--- src/rtl/rv32i_pkg.sv ---
// Package shared by the RV32I memory-access stage.
// Holds the opcode and funct3 encodings the stage decodes, the FSM state type,
// and small helpers that map an access size and address onto byte lanes.
package rv32i_pkg;

  localparam logic [6:0] OPC_LOAD  = 7'b0000011;
  localparam logic [6:0] OPC_STORE = 7'b0100011;

  localparam logic [2:0] F3_B  = 3'b000;
  localparam logic [2:0] F3_H  = 3'b001;
  localparam logic [2:0] F3_W  = 3'b010;
  localparam logic [2:0] F3_BU = 3'b100;
  localparam logic [2:0] F3_HU = 3'b101;

  typedef enum logic {IDLE, WAIT} mem_state_t;

  typedef enum logic [1:0] {SZ_BYTE, SZ_HALF, SZ_WORD} acc_size_t;

  // funct3[1:0] carries the size for both loads and stores; the
  // undefined encodings fall through to a word access.
  function automatic acc_size_t acc_size(input logic [2:0] funct3);
    case (funct3[1:0])
      2'b00:   return SZ_BYTE;
      2'b01:   return SZ_HALF;
      default: return SZ_WORD;
    endcase
  endfunction

  function automatic logic [3:0] lane_be(input acc_size_t sz, input logic [1:0] a);
    case (sz)
      SZ_BYTE: return 4'b0001 << a;
      SZ_HALF: return a[1] ? 4'b1100 : 4'b0011;
      default: return 4'b1111;
    endcase
  endfunction

  // Store data is replicated into every lane so the byte enables alone
  // select which lane the memory actually writes.
  function automatic logic [31:0] lane_wdata(input acc_size_t sz, input logic [31:0] b);
    case (sz)
      SZ_BYTE: return {4{b[7:0]}};
      SZ_HALF: return {2{b[15:0]}};
      default: return b;
    endcase
  endfunction

  function automatic logic is_misaligned(input acc_size_t sz, input logic [1:0] a);
    case (sz)
      SZ_BYTE: return 1'b0;
      SZ_HALF: return a[0];
      default: return a != 2'b00;
    endcase
  endfunction

endpackage

--- src/rtl/mem_stage_if.sv ---
// Data-memory bus between the memory-access stage (master) and memory (slave).
//  mem_req    request, held until mem_ack
//  mem_we     1 = store
//  mem_addr   word-aligned address
//  mem_be     byte enables
//  mem_wdata  lane-replicated store data
//  mem_rdata  read data, valid with mem_ack
//  mem_ack    completes the access in that cycle
interface mem_stage_if;
  logic        mem_req;
  logic        mem_we;
  logic [31:0] mem_addr;
  logic [3:0]  mem_be;
  logic [31:0] mem_wdata;
  logic [31:0] mem_rdata;
  logic        mem_ack;

  modport master (
    output mem_req, mem_we, mem_addr, mem_be, mem_wdata,
    input  mem_rdata, mem_ack
  );

  modport slave (
    input  mem_req, mem_we, mem_addr, mem_be, mem_wdata,
    output mem_rdata, mem_ack
  );
endinterface

--- src/rtl/mem_stage_load_align.sv ---
// load_align: combinational load-data alignment and extension.
//  rdata   in  32  raw word from memory
//  a       in  2   low address bits of the access
//  funct3  in  3   load size/sign (LB/LH/LW/LBU/LHU; others pass the word)
//  data    out 32  aligned, sign- or zero-extended result
module load_align
  import rv32i_pkg::*;
(
  input  logic [31:0] rdata,
  input  logic [1:0]  a,
  input  logic [2:0]  funct3,
  output logic [31:0] data
);

  logic [7:0]  byte_v;
  logic [15:0] half_v;

  always_comb begin
    case (a)
      2'd0:    byte_v = rdata[7:0];
      2'd1:    byte_v = rdata[15:8];
      2'd2:    byte_v = rdata[23:16];
      default: byte_v = rdata[31:24];
    endcase
  end

  // Half-word lane is chosen by a[1] only; a[0] is don't-care here.
  assign half_v = a[1] ? rdata[31:16] : rdata[15:0];

  always_comb begin
    data = rdata;
    case (funct3)
      F3_B:    data = {{24{byte_v[7]}}, byte_v};
      F3_BU:   data = {24'h0, byte_v};
      F3_H:    data = {{16{half_v[15]}}, half_v};
      F3_HU:   data = {16'h0, half_v};
      default: data = rdata;
    endcase
  end

endmodule

--- src/rtl/mem_stage.sv ---
// mem_stage: RV32I memory-access stage between EX and WB.
// Non-memory instructions pass to the MEM/WB registers in one cycle. Loads and
// stores latch their bus request, wait in WAIT for mem_ack (stalling EX), then
// deliver the aligned load data (0 for stores) to WB. An unanswered access is
// abandoned after ACK_TIMEOUT WAIT cycles with a bus_err pulse.
// Optional feature macro: MEM_MISALIGN_CHECK_EN -- misaligned half/word
// accesses skip the bus, take the 1-cycle path with wb_d=0 and pulse misalign.
// Ports:
//  clk, rst_n                  clock, asynchronous active-low reset
//  in_valid/opcode/funct3/c/b/pc  instruction from EX (c = address, b = store data)
//  stall                       EX must hold; in_valid ignored while high
//  bus                         data-memory bus (master side)
//  wb_valid/opcode/c/d/pc      MEM/WB boundary registers
//  bus_err                     one-cycle pulse on ack timeout
//  misalign                    one-cycle pulse on misaligned access
module mem_stage
  import rv32i_pkg::*;
#(
  parameter int ACK_TIMEOUT = 255
) (
  input  logic               clk,
  input  logic               rst_n,
  input  logic               in_valid,
  input  logic [6:0]         in_opcode,
  input  logic [2:0]         in_funct3,
  input  logic [31:0]        in_c,
  input  logic [31:0]        in_b,
  input  logic [31:0]        in_pc,
  output logic               stall,
  mem_stage_if.master        bus,
  output logic               wb_valid,
  output logic [6:0]         wb_opcode,
  output logic [31:0]        wb_c,
  output logic [31:0]        wb_d,
  output logic [31:0]        wb_pc,
  output logic               bus_err,
  output logic               misalign
);

  localparam int CNT_W   = (ACK_TIMEOUT > 1) ? $clog2(ACK_TIMEOUT) : 1;
  localparam int TO_LAST = (ACK_TIMEOUT > 0) ? ACK_TIMEOUT - 1 : 0;

  mem_state_t       state, state_d;
  logic [CNT_W-1:0] cnt, cnt_d;

  logic      is_load, is_store, is_mem, mis_hit, issue, timeout_hit;
  acc_size_t in_size;

  // Request and pipeline fields captured when the access is issued.
  logic [31:2] addr_q;
  logic [1:0]  a_lo_q;
  logic [3:0]  be_q;
  logic [31:0] wdata_q;
  logic        we_q;
  logic [2:0]  funct3_q;
  logic [6:0]  opcode_q;
  logic [31:0] c_q;
  logic [31:0] pc_q;

  logic        wb_valid_d, bus_err_d;
  logic [6:0]  wb_opcode_d;
  logic [31:0] wb_c_d, wb_d_d, wb_pc_d;
  logic [31:0] load_data;

  assign is_load  = (in_opcode == OPC_LOAD);
  assign is_store = (in_opcode == OPC_STORE);
  assign is_mem   = is_load || is_store;
  assign in_size  = acc_size(in_funct3);

`ifdef MEM_MISALIGN_CHECK_EN
  assign mis_hit = is_mem && is_misaligned(in_size, in_c[1:0]);
`else
  assign mis_hit = 1'b0;
`endif

  // The final allowed WAIT cycle is the one where the counter equals
  // ACK_TIMEOUT-1; ACK_TIMEOUT=0 never times out.
  assign timeout_hit = (ACK_TIMEOUT != 0) && (cnt == CNT_W'(TO_LAST));

  load_align u_load_align (
    .rdata  (bus.mem_rdata),
    .a      (a_lo_q),
    .funct3 (funct3_q),
    .data   (load_data)
  );

  // Request and stall are decoded from state so an asynchronous reset
  // drops them immediately.
  assign bus.mem_req   = (state == WAIT);
  assign stall         = (state == WAIT);
  assign bus.mem_we    = we_q;
  assign bus.mem_addr  = {addr_q, 2'b00};
  assign bus.mem_be    = be_q;
  assign bus.mem_wdata = wdata_q;

  // NOTE: sequential state uses non-blocking (<=) so every flop samples
  // the pre-edge values regardless of block ordering.
  always_ff @(posedge clk or negedge rst_n) begin
    if (!rst_n) state <= IDLE;
    else        state <= state_d;
  end

  // NOTE: every output of this block gets a default first, so no path
  // leaves a variable unassigned and no latch is inferred.
  always_comb begin
    state_d     = state;
    cnt_d       = cnt;
    issue       = 1'b0;
    wb_valid_d  = 1'b0;
    wb_opcode_d = '0;
    wb_c_d      = '0;
    wb_d_d      = '0;
    wb_pc_d     = '0;
    bus_err_d   = 1'b0;
    case (state)
      IDLE: begin
        cnt_d = '0;
        if (in_valid) begin
          if (is_mem && !mis_hit) begin
            issue   = 1'b1;
            state_d = WAIT;
          end else begin
            wb_valid_d  = 1'b1;
            wb_opcode_d = in_opcode;
            wb_c_d      = in_c;
            wb_pc_d     = in_pc;
          end
        end
      end
      WAIT: begin
        if (bus.mem_ack || timeout_hit) begin
          state_d     = IDLE;
          cnt_d       = '0;
          wb_valid_d  = 1'b1;
          wb_opcode_d = opcode_q;
          wb_c_d      = c_q;
          wb_pc_d     = pc_q;
          // An ack arriving on the timeout cycle still completes the access.
          if (bus.mem_ack) begin
            if (!we_q) wb_d_d = load_data;
          end else begin
            bus_err_d = 1'b1;
          end
        end else if (ACK_TIMEOUT != 0) begin
          cnt_d = cnt + 1'b1;
        end
      end
      default: state_d = IDLE;
    endcase
  end

  always_ff @(posedge clk or negedge rst_n) begin
    if (!rst_n) begin
      cnt       <= '0;
      addr_q    <= '0;
      a_lo_q    <= '0;
      be_q      <= '0;
      wdata_q   <= '0;
      we_q      <= 1'b0;
      funct3_q  <= '0;
      opcode_q  <= '0;
      c_q       <= '0;
      pc_q      <= '0;
      wb_valid  <= 1'b0;
      wb_opcode <= '0;
      wb_c      <= '0;
      wb_d      <= '0;
      wb_pc     <= '0;
      bus_err   <= 1'b0;
    end else begin
      cnt <= cnt_d;
      if (issue) begin
        addr_q   <= in_c[31:2];
        a_lo_q   <= in_c[1:0];
        be_q     <= is_store ? lane_be(in_size, in_c[1:0]) : 4'b1111;
        wdata_q  <= is_store ? lane_wdata(in_size, in_b) : 32'h0;
        we_q     <= is_store;
        funct3_q <= in_funct3;
        opcode_q <= in_opcode;
        c_q      <= in_c;
        pc_q     <= in_pc;
      end
      wb_valid  <= wb_valid_d;
      wb_opcode <= wb_opcode_d;
      wb_c      <= wb_c_d;
      wb_d      <= wb_d_d;
      wb_pc     <= wb_pc_d;
      bus_err   <= bus_err_d;
    end
  end

`ifdef MEM_MISALIGN_CHECK_EN
  always_ff @(posedge clk or negedge rst_n) begin
    if (!rst_n) misalign <= 1'b0;
    else        misalign <= (state == IDLE) && in_valid && mis_hit;
  end
`else
  assign misalign = 1'b0;
`endif

endmodule

--- src/flat_wrapper.sv ---
// flat-port wrapper written by rule: the top's interface ports become plain ports
module mem_stage_flat import rv32i_pkg::*;
#(
  parameter int ACK_TIMEOUT = 255
)
  (clk, rst_n, in_valid, in_opcode, in_funct3, in_c, in_b, in_pc, stall, wb_valid, wb_opcode, wb_c, wb_d, wb_pc, bus_err, misalign, bus_mem_req, bus_mem_we, bus_mem_addr, bus_mem_be, bus_mem_wdata, bus_mem_rdata, bus_mem_ack);
  mem_stage_if bus_i ();
  input  logic clk;
  input  logic rst_n;
  input  logic in_valid;
  input  logic [6:0] in_opcode;
  input  logic [2:0] in_funct3;
  input  logic [31:0] in_c;
  input  logic [31:0] in_b;
  input  logic [31:0] in_pc;
  output logic stall;
  output logic wb_valid;
  output logic [6:0] wb_opcode;
  output logic [31:0] wb_c;
  output logic [31:0] wb_d;
  output logic [31:0] wb_pc;
  output logic bus_err;
  output logic misalign;
  output wire logic [$bits(bus_i.mem_req)-1:0] bus_mem_req;
  output wire logic [$bits(bus_i.mem_we)-1:0] bus_mem_we;
  output wire logic [$bits(bus_i.mem_addr)-1:0] bus_mem_addr;
  output wire logic [$bits(bus_i.mem_be)-1:0] bus_mem_be;
  output wire logic [$bits(bus_i.mem_wdata)-1:0] bus_mem_wdata;
  input wire logic [$bits(bus_i.mem_rdata)-1:0] bus_mem_rdata;
  input wire logic [$bits(bus_i.mem_ack)-1:0] bus_mem_ack;
  assign bus_mem_req = bus_i.mem_req;
  assign bus_mem_we = bus_i.mem_we;
  assign bus_mem_addr = bus_i.mem_addr;
  assign bus_mem_be = bus_i.mem_be;
  assign bus_mem_wdata = bus_i.mem_wdata;
  assign bus_i.mem_rdata = bus_mem_rdata;
  assign bus_i.mem_ack = bus_mem_ack;
  mem_stage #(.ACK_TIMEOUT(ACK_TIMEOUT)) u_core (.clk(clk), .rst_n(rst_n), .in_valid(in_valid), .in_opcode(in_opcode), .in_funct3(in_funct3), .in_c(in_c), .in_b(in_b), .in_pc(in_pc), .stall(stall), .bus(bus_i), .wb_valid(wb_valid), .wb_opcode(wb_opcode), .wb_c(wb_c), .wb_d(wb_d), .wb_pc(wb_pc), .bus_err(bus_err), .misalign(misalign));
endmodule
--- config.mk ---
export PLATFORM = sky130hd
export DESIGN_NAME = mem_stage_flat
export DESIGN_NICKNAME = d
export VERILOG_FILES = /design/src/rtl/rv32i_pkg.sv /design/src/rtl/mem_stage_if.sv /design/src/rtl/mem_stage_load_align.sv /design/src/rtl/mem_stage.sv /design/src/flat_wrapper.sv
export SDC_FILE = /design/constraint.sdc
export NUM_CORES = 1
export LEC_CHECK = 0
export CELL_PAD_IN_SITES_DETAIL_PLACEMENT = 0
export CELL_PAD_IN_SITES_GLOBAL_PLACEMENT = 1
export CORE_ASPECT_RATIO = 2
export CORE_MARGIN = 10
export CORE_UTILIZATION = 38
export CTS_CLUSTER_SIZE = 24
export DETAILED_ROUTE_END_ITERATION = 8
export PLACE_DENSITY = 0.95
export SYNTH_ARGS = -nofsm -noshare
export SYNTH_HDL_FRONTEND = slang
export SYNTH_SLANG_ARGS = --single-unit
--- constraint.sdc ---
create_clock -name clk -period 3.64 [get_ports clk]
set_clock_uncertainty 0.2 [all_clocks]
set_input_delay 0.364 -clock clk [delete_from_list [all_inputs] [get_ports clk]]
set_output_delay 0.364 -clock clk [all_outputs]
set_load 0.02 [all_outputs]
==> impl_metrics.env <==
export IMPL_crit_type="flop to flop"
export IMPL_total_number_of_nets_in_the_final_design=1147
export IMPL_synth_cell_area_um2=9225
export IMPL_worst_path_max_fanout=36
export IMPL_tritoncts="built"
export IMPL_io_pins=319
export IMPL_maxCapViolCount=0
export IMPL_die_h_um=240.3
export IMPL_vdd_ir_drop_max_v=0.0004556
export IMPL_placementRows=80
export IMPL_dp_cells=1266
export IMPL_grt_setup_unrepaired="false"
export IMPL_synth_simple_gate_area_frac=0.05615
export IMPL_synth_top_cells_by_area="sky130_fd_sc_hd__dfrtp_1, sky130_fd_sc_hd__mux2_4, sky130_fd_sc_hd__a22o_1"
export IMPL_synth_xor_xnor_area_share=0.002848
export IMPL_synth_warning_count=0
export IMPL_timing_critical_path_cells="or4b_1 -> or2_4 -> buf_4 -> mux2_4"
export IMPL_p_total_mw=6.254
export IMPL_clk_root_buffer_cell="sky130_fd_sc_hd__clkbuf_16"
export IMPL_core_footprint_um2=23920
export IMPL_status="finished, final reports clean"
export IMPL_postSynthRegisterBits=225
export IMPL_regToRegSetupSlack_ns=1.07
export IMPL_ys_seq_area_frac=0.6103
export IMPL_initialDrtViolationCount=361
export IMPL_cts_repair_timing_setup_buffer_count=0
export IMPL_remaining_drc_errors=0
export IMPL_num_vias=7013
export IMPL_cts_made_buffers=21
export IMPL_die_boundary_width_um=130.2
export IMPL_synth_enable_flop_cells=0
export IMPL_post_synth_mux_area_share=0.1432
export IMPL_grt_pass1_vias=7337
export IMPL_grtUsageTotal=0.1842
export IMPL_cp_data_arrival_time_ns=2.75
export IMPL_setup_tns_ns=0
export IMPL_detailedRoute_firstPassIterationCount=4
export IMPL_wl_um=30060
export IMPL_areaGrowthSynthToFinish_pct=45.18
export IMPL_worst_r2r_cell_count=4
export IMPL_setup_viol_count_final=0
export IMPL_yosys_most_used_dff="sky130_fd_sc_hd__dfrtp_1"
export IMPL_clk_latency_ns=0.52
export IMPL_initial_utilization=0.3856
export IMPL_mean_instance_size_in_the_synthesized_netlist_um2=13.20
export IMPL_post_drt_via_cell_ratio=5.370
export IMPL_grt_pass1_wl_um=44340
export IMPL_grt_overflow=0
export IMPL_worst_hold_path_type="input pin to async pin"
export IMPL_timing_slew_headroom=0.4276
export IMPL_timing_critical_path_from_type="flop"
export IMPL_achievable_frequency_mhz=389.4
export IMPL_grt_antenna_before_repair=1
export IMPL_hpwl_um=22270
export IMPL_cts_root_to_sink_buffers=3
export IMPL_seq_area_um2=5630
export IMPL_slew_violations=0
export IMPL_compound_cell_area_share_of_the_yosys_netlist=0.1497
export IMPL_detail_route_wl_per_cell_um=23.02
export IMPL_fill_cell_count=1943
export IMPL_ff_to_ff_end="u_core.pc_q[11]"
export IMPL_timing_final_crit_period_ns=2.568
export IMPL_min_period_over_period=0.7055
export IMPL_place_congestion=0.8308
export IMPL_clk_transition_reported_paths_ns=0.07
export IMPL_static_leakage_power_nw=6.092
export IMPL_clkSinkCount=225
export IMPL_drtAntennaViolNets=0
export IMPL_synth_top_family_by_area="compound AO/OA/AOI/OAI gates"
export IMPL_multi_input_comb_area_um2=3298
export IMPL_postSynth_asyncResetShare=1.000
export IMPL_max_slew_worst_pin_slew_ns=0.8586
export IMPL_synth_distinct_cells=47
export IMPL_grt_max_degree=83
export IMPL_synth_top_area_cell="sky130_fd_sc_hd__dfrtp_1"
export IMPL_report_final_hold_viol_count=0
export IMPL_cp_data_required_time_ns=3.83
export IMPL_port_buffer_count=315
export IMPL_critical_path_slowest_cell="sky130_fd_sc_hd__or4b_1"
export IMPL_setup_worst_path_end_class="flop"
export IMPL_layout_cells_non_filler=1306
export IMPL_post_synth_top_area_fraction=0.6103
export IMPL_post_synthesis_cell_count=699
export IMPL_fp_dieArea_um2=31290
export IMPL_finalCoreUtilization=0.5598
export IMPL_stage_delay_of_the_slowest_cell_on_the_critical_path_ns=0.59
export IMPL_critical_path_reg2reg_startpoint="u_core.bus.mem_req"
export IMPL_number_of_h_tree_levels=1
export IMPL_arithmetic_cell_share_of_the_synthesized_area_counting_full_adders_half_adders_and_majority_gates=0.002713
export IMPL_post_route_cells_drive_above_1_share=0.1367
export IMPL_power_per_cell_area_nw_per_um2=467.0
## Yosys cell counts, types with 4 or more instances
cell type                  instances
sky130_fd_sc_hd__a211oi_1          7
sky130_fd_sc_hd__a21oi_1          19
sky130_fd_sc_hd__a22o_1           79
sky130_fd_sc_hd__and2_1            4
sky130_fd_sc_hd__buf_1             7
sky130_fd_sc_hd__buf_2             6
sky130_fd_sc_hd__buf_4             5
sky130_fd_sc_hd__buf_6             6
sky130_fd_sc_hd__clkbuf_1         32
sky130_fd_sc_hd__dfrtp_1         225
sky130_fd_sc_hd__inv_1             5
sky130_fd_sc_hd__mux2_2           30
sky130_fd_sc_hd__mux2_4           48
sky130_fd_sc_hd__mux2i_1          24
sky130_fd_sc_hd__nand2_1          35
sky130_fd_sc_hd__nand2b_1          4
sky130_fd_sc_hd__nand3_1          21
sky130_fd_sc_hd__nor2_1            8
sky130_fd_sc_hd__nor2b_1           5
sky130_fd_sc_hd__nor3_1            8
sky130_fd_sc_hd__o21ai_0          65
sky130_fd_sc_hd__o22ai_1           7
sky130_fd_sc_hd__o31ai_1          16
## routing by layer
layer / vias to the layer above / global-route usage / wire length (um)
met1: 3534 / 0.2006 / 10590
li1: 3150 / - / -
met4: 0 / 0.07671 / 1117
met5: - / 0 / 0
met3: 45 / 0.04081 / 2254
met2: 284 / 0.3316 / 16100
## how the worst max path moves through the flow
stage / start / cells past startpoint / endpoint
floorplan: u_core.bus.mem_req / 7 / u_core.c_q[14]
global placement: in_opcode[0] / 5 / u_core.pc_q[12]
detailed placement: in_opcode[0] / 5 / u_core.wb_c[13]
CTS: u_core.bus.mem_req / 4 / u_core.pc_q[11]
global route: u_core.bus.mem_req / 4 / u_core.pc_q[27]
finish: u_core.bus.mem_req / 4 / u_core.pc_q[11]
## power by group
group          leakage, nW  total (mW)  switching, mW  internal, mW
Combinational         2.74        1.10          0.517         0.584
Sequential            3.00        2.81          0.127          2.69
Clock                0.348        2.34          0.965          1.37
## cells by family after synthesis
kind of cell | Yosys count
xor+xnor | 3
simple gates | 102
compound gates | 200
flops | 225
other cells | 1
fa+ha+maj | 2
buf+inv | 63
mux | 103
## registers in the layout, summed over array words and instances, names as in the netlist
signal	count
u_core.pc_q	32
u_core.bus.mem_req	1
u_core.wb_pc	32
u_core.funct3_q	3
u_core.c_q	31
u_core.bus.mem_wdata	32
u_core.wb_c	32
u_core.cnt	8
u_core.addr_q	1
u_core.bus.mem_be	4
u_core.bus.mem_we	1
u_core.bus_err	1
u_core.wb_valid	1
u_core.opcode_q	7
u_core.wb_d	32
u_core.wb_opcode	7
## what timing repair did
| action | in CTS | in global routing |
|---|---|---|
| gates resized for setup | 0 | 0 |
| endpoints found under the hold margin | 76 | 0 |
| hold buffers | 1 | 0 |
## through the flow
step	hold WS [ns]	cell area, um2	setup WS, ns
floorplan	-0.1316	9233	1.240
global placement	0.2042	12660	0.6382
detailed placement	0.2130	12660	0.5785
CTS	0.2277	13390	1.026
global route	0.2628	13390	0.9536
finish	0.2292	13390	1.072
## area by class of cell
class	instances	area share
inverters	6	0.001682
clock inverters	11	0.01252
diodes	2	0.0003737
repair buffers	336	0.2506
well taps	287	0.02681
flip-flops and latches	225	0.4204
multi-input cells	413	0.2463
clock buffers	26	0.04139
## critical path, delay by kind of cell, from the launching register on
family,cells,cell delay (ns)
buffers and inverters,1,0.33
DFF,1,0.51
muxes,1,0.33
and+or+nand+nor,2,1.03
## placed cells by master, fill, tap and decap left out, drive strengths merged, types with 3 or more instances in the layout
master         Yosys  final
o21ai             67     67
clkdlybuf4s50      0    314
conb               1      3
nand2             35     35
a22o              79     79
and2               4      4
nor3               9      9
dfrtp            225    225
mux2              78     78
nand4              3      3
nor2               8      8
inv                5      6
a211oi             7      7
or3                3      3
or2                3      3
buf               25     21
o31ai             16     16
nand3             21     21
mux2i             24     24
o22ai              7      7
nand2b             4      4
a21oi             19     19
nor2b              5      5
clkinv             1      5
clkbuf            32     26
bufinv             0      4
Note: power is estimated with default switching activity, not from simulation.
